==> src/rtl/arf_stream_sequencer.sv <==
// ---------------------------------------------------------------------------
// arf_stream_sequencer
//   Upstream feeder and result collector for the ARF variance datapath.
//   Collects NUM_IN operand words from a valid/ready stream into a frame
//   register and holds that frame on arf_in while the datapath settles for
//   SETTLE cycles. It then captures out_27/out_28 and offers the pair on a
//   valid/ready result port. Frames never overlap: a new frame is only
//   accepted once the previous result has been taken.
//
// Ports
//   clk, rst               clock, synchronous active-high reset
//   s_valid/s_ready/s_data operand stream (one word per handshake)
//   arf_in                 frame operands, slot k at [k*WIDTH +: WIDTH]
//   arf_out_27/arf_out_28  datapath results
//   m_valid/m_ready        result handshake
//   m_data_27/m_data_28    captured result pair
//   busy                   high while settling or presenting a result
//   frame_count            completed frames, modulo 256
// ---------------------------------------------------------------------------
module arf_stream_sequencer #(
   parameter int WIDTH  = 16,
   parameter int RWIDTH = 32,
   parameter int NUM_IN = 10,
   parameter int SETTLE = 4
) (
   input  logic                      clk,
   input  logic                      rst,
   input  logic                      s_valid,
   output logic                      s_ready,
   input  logic [WIDTH-1:0]          s_data,
   output logic [WIDTH*NUM_IN-1:0]   arf_in,
   input  logic [RWIDTH-1:0]         arf_out_27,
   input  logic [RWIDTH-1:0]         arf_out_28,
   output logic                      m_valid,
   input  logic                      m_ready,
   output logic [RWIDTH-1:0]         m_data_27,
   output logic [RWIDTH-1:0]         m_data_28,
   output logic                      busy,
   output logic [7:0]                frame_count
);

   localparam int IDXW = $clog2(NUM_IN);

   typedef enum logic [1:0] {
      ST_LOAD   = 2'd0,
      ST_SETTLE = 2'd1,
      ST_OUT    = 2'd2
   } state_e;

   state_e            state_q;
   logic [IDXW-1:0]   idx_q;
   logic [7:0]        cnt_q;
   logic [WIDTH-1:0]  slot_q [NUM_IN];
   logic              s_ready_q;
   logic              busy_q;
   logic              m_valid_q;
   logic [RWIDTH-1:0] m_data_27_q;
   logic [RWIDTH-1:0] m_data_28_q;
   logic [7:0]        frame_count_q;

   // Sequencer FSM: frame loading, settle countdown and result hand-off.
   always_ff @(posedge clk) begin
      if (rst) begin
         state_q       <= ST_LOAD;
         idx_q         <= '0;
         cnt_q         <= 8'd0;
         s_ready_q     <= 1'b1;
         busy_q        <= 1'b0;
         m_valid_q     <= 1'b0;
         m_data_27_q   <= '0;
         m_data_28_q   <= '0;
         frame_count_q <= 8'd0;
         for (int k = 0; k < NUM_IN; k++) begin
            slot_q[k] <= '0;
         end
      end else begin
         case (state_q)
            ST_LOAD: begin
               if (s_valid && s_ready_q) begin
                  slot_q[idx_q] <= s_data;
                  if (idx_q == IDXW'(NUM_IN - 1)) begin
                     // Last operand: freeze the frame and start the settle
                     // countdown so capture happens SETTLE edges later.
                     idx_q     <= '0;
                     cnt_q     <= 8'(SETTLE - 1);
                     state_q   <= ST_SETTLE;
                     s_ready_q <= 1'b0;
                     busy_q    <= 1'b1;
                  end else begin
                     idx_q <= idx_q + IDXW'(1);
                  end
               end
            end
            ST_SETTLE: begin
               if (cnt_q == 8'd0) begin
                  m_data_27_q <= arf_out_27;
                  m_data_28_q <= arf_out_28;
                  m_valid_q   <= 1'b1;
                  state_q     <= ST_OUT;
               end else begin
                  cnt_q <= cnt_q - 8'd1;
               end
            end
            ST_OUT: begin
               if (m_ready) begin
                  m_valid_q     <= 1'b0;
                  frame_count_q <= frame_count_q + 8'd1;
                  state_q       <= ST_LOAD;
                  s_ready_q     <= 1'b1;
                  busy_q        <= 1'b0;
               end
            end
            default: begin
               // Unreachable encoding: recover to an idle, loadable state.
               state_q   <= ST_LOAD;
               idx_q     <= '0;
               s_ready_q <= 1'b1;
               busy_q    <= 1'b0;
               m_valid_q <= 1'b0;
            end
         endcase
      end
   end

   // Flatten the frame registers onto the datapath operand bus.
   always_comb begin
      arf_in = '0;
      for (int k = 0; k < NUM_IN; k++) begin
         arf_in[k*WIDTH +: WIDTH] = slot_q[k];
      end
   end

   assign s_ready     = s_ready_q;
   assign busy        = busy_q;
   assign m_valid     = m_valid_q;
   assign m_data_27   = m_data_27_q;
   assign m_data_28   = m_data_28_q;
   assign frame_count = frame_count_q;

endmodule

==> config.mk <==
export PLATFORM = sky130hd
export DESIGN_NAME = arf_stream_sequencer
export DESIGN_NICKNAME = d
export VERILOG_FILES = /design/src/rtl/arf_stream_sequencer.sv
export SDC_FILE = /design/constraint.sdc
export NUM_CORES = 1
export LEC_CHECK = 0
export ABC_AREA = 1
export CORE_MARGIN = 8
export CORE_UTILIZATION = 45
export CTS_CLUSTER_DIAMETER = 200
export DETAILED_ROUTE_END_ITERATION = 12
export PLACE_DENSITY = 0.76
export SLEW_MARGIN = 10
export SYNTH_ARGS = -nofsm -noshare
export SYNTH_HDL_FRONTEND = slang
export SYNTH_SLANG_ARGS = --single-unit
==> constraint.sdc <==
create_clock -name clk -period 3.8 [get_ports clk]
set_input_delay 0.38 -clock clk [delete_from_list [all_inputs] [get_ports clk]]
set_output_delay 0.38 -clock clk [all_outputs]
set_load 0.005 [all_outputs]
After elaboration in Yosys (flattened, before gate mapping)
Memory sizes are Yosys's and may differ from the RTL's.
Cells that the tools add are included.
{"block": "totals", "register_bits": 89, "mem_bits_rw": 160, "memories": 1}
{"name": "slot_q", "words": 10, "width": 16, "rd": 10, "rd_ports_with_merged_regs": 0, "write_ports": 10, "line": "53", "rtl": "logic [WIDTH-1:0] slot_q [NUM_IN];"}
{"block": "classes", "n_eq_ne": 8, "bitwise": 3, "reduce_logical": 13, "add_sub_neg": 3, "mux": 31}
{"operator": "$mux 8", "count": 3}
{"operator": "$mux 16", "count": 1}
{"operator": "$pmux 8 s2", "count": 1}
{"operator": "$reduce_or 16->1", "count": 1}
{"operator": "$mux 1", "count": 14}
{"operator": "$mux 4", "count": 3}
{"operator": "$reduce_and 4->1", "count": 3}
{"operator": "$ne 2x2->1 const B", "count": 5}
{"operator": "$pmux 1 s3", "count": 3}
{"operator": "$add 8x1->8 const B", "count": 1}
{"operator": "$logic_not 8->1", "count": 1}
{"operator": "$mux 2", "count": 4}
{"operator": "$pmux 4 s2", "count": 1}
{"operator": "$sub 8x1->8 const B", "count": 1}
{"operator": "$pmux 2 s3", "count": 1}
{"operator": "$reduce_and 2->1", "count": 3}
{"operator": "$add 4x1->4 const B", "count": 1}
{"operator": "$eq 4x4->1 const B", "count": 1}
{"operator": "$not 1->1", "count": 3}
{"operator": "$reduce_and 3->1", "count": 1}
{"operator": "$eq 2x1->1 const B", "count": 1}
{"operator": "$eq 2x2->1 const B", "count": 1}
{"operator": "$logic_not 2->1", "count": 1}
{"operator": "$reduce_bool 2->1", "count": 1}
{"operator": "other kinds (2)", "count": 2}

Logic depth before layout (Yosys ltp)
{"block": "depth", "ltp_word": 7, "mapped_depth": 10, "depth_no_buf": 10}

Least setup slack after synthesis
Ideal clock, no wire load.
{"block": "synth_path", "path_kind": "register to register", "startpoint": "register state_q[0]", "endpoint": "memory slot_q[9][0] (enable)", "stages_incl_launch_ff": 5, "setup_ns": 0.435, "arrival_ns": 2.613, "path_buffers": 0, "t_required_ns": 3.365, "slack_ns": 0.751, "cell_sequence": "dfxtp_1 > inv_1 > ha_1 > nand3_2 > o41ai_1"}
{"element": "start: declaration", "line": "50", "rtl": "state_e state_q;"}
{"element": "start signal: assignment", "line": "64", "rtl": "state_q <= ST_LOAD;"}
{"element": "start signal: assignment", "line": "86", "rtl": "state_q <= ST_SETTLE;"}
{"element": "start signal: assignment", "line": "99", "rtl": "state_q <= ST_OUT;"}
{"element": "end: declaration", "line": "53"}

==> flow_metrics.tcl <==
set metrics [dict create \
    vias_per_cell 5.00 \
    synth-seq-cells 249 \
    nets 1266 \
    synth_area_um2 9300 \
    core_um2 20200 \
    synth_top_area_share_pct 51.7 \
    synthArstFlopShare_pct 0 \
    power_frac_comb_pct 26.9 \
    cts_tree "done" \
    place_congestion 0.852 \
    clock-sinks 249 \
    dieArea_um2 25500 \
    first_iter_violations 605 \
    grt_max_degree 69 \
    slew_violations 0 \
    rsz0062_at_grt "no" \
    min_period_ns 2.87 \
    first_global_vias 6996 \
    drc 0 \
    max_cap_viol_count 0 \
    cp_common_cell "nand3_2" \
    fin_tns_setup_ns 0 \
    postSynthAreaPerCell_um2 10.9 \
    drive_gt1_share_pct 5.45 \
    wl_per_cell_um 19.3 \
    synthTopCellsByArea "edfxtp_1, dfxtp_1, nor2_1" \
    hpwl_um 20500 \
    synthDistinctLibCells 30 \
    clkPwrFrac_pct 29.7 \
    slew-limit-headroom_pct 54.9 \
    intPower_uw 5710 \
    peakVddDrop_uv 387 \
    num_io_pins 319 \
    synth_seq_area_share_pct 70.8 \
    clock_path_buffers 3 \
    numCtsBuffers 26 \
    finalHoldViolCount 0 \
    die_width_um 160 \
    outcome "finished clean" \
    synthFlopType "edfxtp_1" \
    synth_top_cell_by_area "edfxtp_1" \
    sw_frac_of_total_pct 29.5 \
    max_freq_mhz 349 \
    cts.repair.resized 0 \
    clk_latency_ns 0.53 \
    synth-edff-count 160 \
    p_per_area_nw_per_um2 597 \
    final.fill_count 1512 \
    htree_num_levels 1 \
    routed_wl_um 28300 \
    crit_required_ns 3.96 \
    start_kind "flip-flop" \
    min_path_type "in2reg" \
    power_frac_seq_pct 43.4 \
    first_pass_iters 5 \
    fin_area_um2 13500 \
    syn_nets 947 \
    crit_chain "inv_1 -> ha_1 -> nand3_2 -> nor2_8 -> nand2_4 -> nor2_4 -> nand3_2 -> nand2_1" \
    p_leak_uw 0.00502 \
    critical_path_class "reg2reg" \
    ctsHoldBuffers 0 \
    antenna_found_initial 1 \
    die_height_um 160 \
    port_buffers 318 \
    area_growth_pct 45.7 \
    antennaDiodeCount 0 \
    critical_path.max_stage_delay_ns 0.60 \
    final.setup_skew_ns 0.0150 \
    endpoint_kind "flip-flop" \
    vias 7305 \
    tightest_slew_ns 0.675 \
    drtAntennaViolNets 0 \
    place_area_um2 12700 \
    p_sw_uw 2380 \
    cts-root-buf "clkbuf_16" \
    slowest_stage "nand2_1" \
    overflow 0 \
    worstPathMaxFanout 19 \
    grt_pass1_wl_um 42800 \
    postCtsSetupRepairBufs 0 \
    num_rows 52 \
    syn_inst 854 \
    start_util_pct 45.9 \
    grtUsageTotal_pct 21.4 \
    finalSetupViolCount 0 \
    fin_crit_sh_pct 75.4 \
    ys.warnings.count 0 \
    arrival_ns 3.03 \
    path_clk_slew_ns 0.06 \
]
[synthesized netlist by cell type, types with 3 or more instances]
cell type  count
nor2_8         3
inv_1         47
nor3_1         5
nor2_1       305
buf_2         14
nand3_4        4
nand4_1        4
nand2_1       72
o21ai_0       72
nand2_2        5
clkbuf_1      17
ha_1           9
a21oi_1       16
edfxtp_1     160
dfxtp_1       89
nand3_1       14
[layout make-up]
| class | instances | area [um^2] | share of cell area, % |
|---|---|---|---|
| clock buffer | 35 | 714 | 5.28 |
| clock inverter | 12 | 97.6 | 0.721 |
| inverter | 48 | 180 | 1.33 |
| multi-input combinational | 524 | 2400 | 17.7 |
| sequential | 249 | 6590 | 48.6 |
| tap | 270 | 338 | 2.49 |
| timing repair buffer | 324 | 3230 | 23.8 |
[flip-flops by register name, indices dropped and copies added, names as in the netlist]
signal       flops
m_data_27       32
frame_count      8
busy             1
idx_q            4
m_data_28       32
slot_q         160
cnt_q            8
s_ready          1
state_q          2
m_valid          1
[metrics by stage]
step / setup slack (ns) / std cells / power [uW] / hold slack (ns) / util [%]
floorplan: 0.751 / 854 / 4550 / 0.457 / -
global placement: 0.958 / 1415 / 5710 / 0.459 / 62.9
detailed placement: 0.816 / 1415 / 5750 / 0.471 / 62.9
CTS: 0.942 / 1462 / 8160 / 0.453 / 66.9
global route: 0.723 / 1462 / 8510 / 0.490 / 66.9
finish: 0.934 / 1462 / 8090 / 0.476 / 66.9
[metal layers]
metal	vias up	GRT usage (%)	wire, um
met2	446	35.2	13200
met4	2	4.33	519
met3	38	9.51	3860
li1	3468	-	-
met5	-	0	9
met1	3351	25.5	10700
[cell usage in the layout (no fill, tap or decap), types with 2 or more instances in the layout]
cell type and instances:
clkbuf_8 3, o21ai_0 72, nand2_4 2, nand2_2 6, inv_2 2, a21oi_1 16, clkdlybuf4s50_1 318, nand2_1 71
nor2_1 305, ha_1 9, buf_4 6, clkbuf_16 26, dfxtp_1 89, xor2_1 2, nand3_1 14, nor2_8 3
nor3_1 5, nand3_4 4, clkbuf_1 6, clkinv_1 5, inv_1 46, edfxtp_1 160, nand4_1 4, nand3_2 2
clkinv_2 3
[final timing paths]
kind	endpoint	cells after the start	slack, ns	startpoint
worst min register to register	m_data_28[21]	2	0.48	m_data_28[21]
worst max register to register	slot_q[8][12]	8	0.93	state_q[0]
worst max-delay path	slot_q[8][12]	8	0.93	state_q[0]
worst min-delay path	m_data_27[1]	3	0.48	arf_out_27[1]
[power by group through the flow]
stage	Clock, uW	Combinational (uW)	Sequential [uW]
after floorplan	0	978	3570
after global placement	0	2160	3550
after detailed placement	0	2190	3560
after CTS	2440	2200	3510
after global routing	2550	2410	3550
final	2400	2180	3510
[worst max-delay path, delay by kind of cell, from the launching register on]
family,cells,cell delay [ns]
and+or+nand+nor,6,1.76
DFF,1,0.33
adders and majority gates,1,0.31
buffers and inverters,1,0.11
[cells by family after synthesis]
family                     after synthesis  share of synthesized area, %
adders and majority gates                9                          1.21
xor gates and xnor gates                 2                         0.188
DFF                                    249                          70.8
and+or+nand+nor                        419                          19.1
buffers and inverters                   81                          3.46
AOI/OAI and AO/OA                       94                          5.21
(Power assumes the default switching activity.)
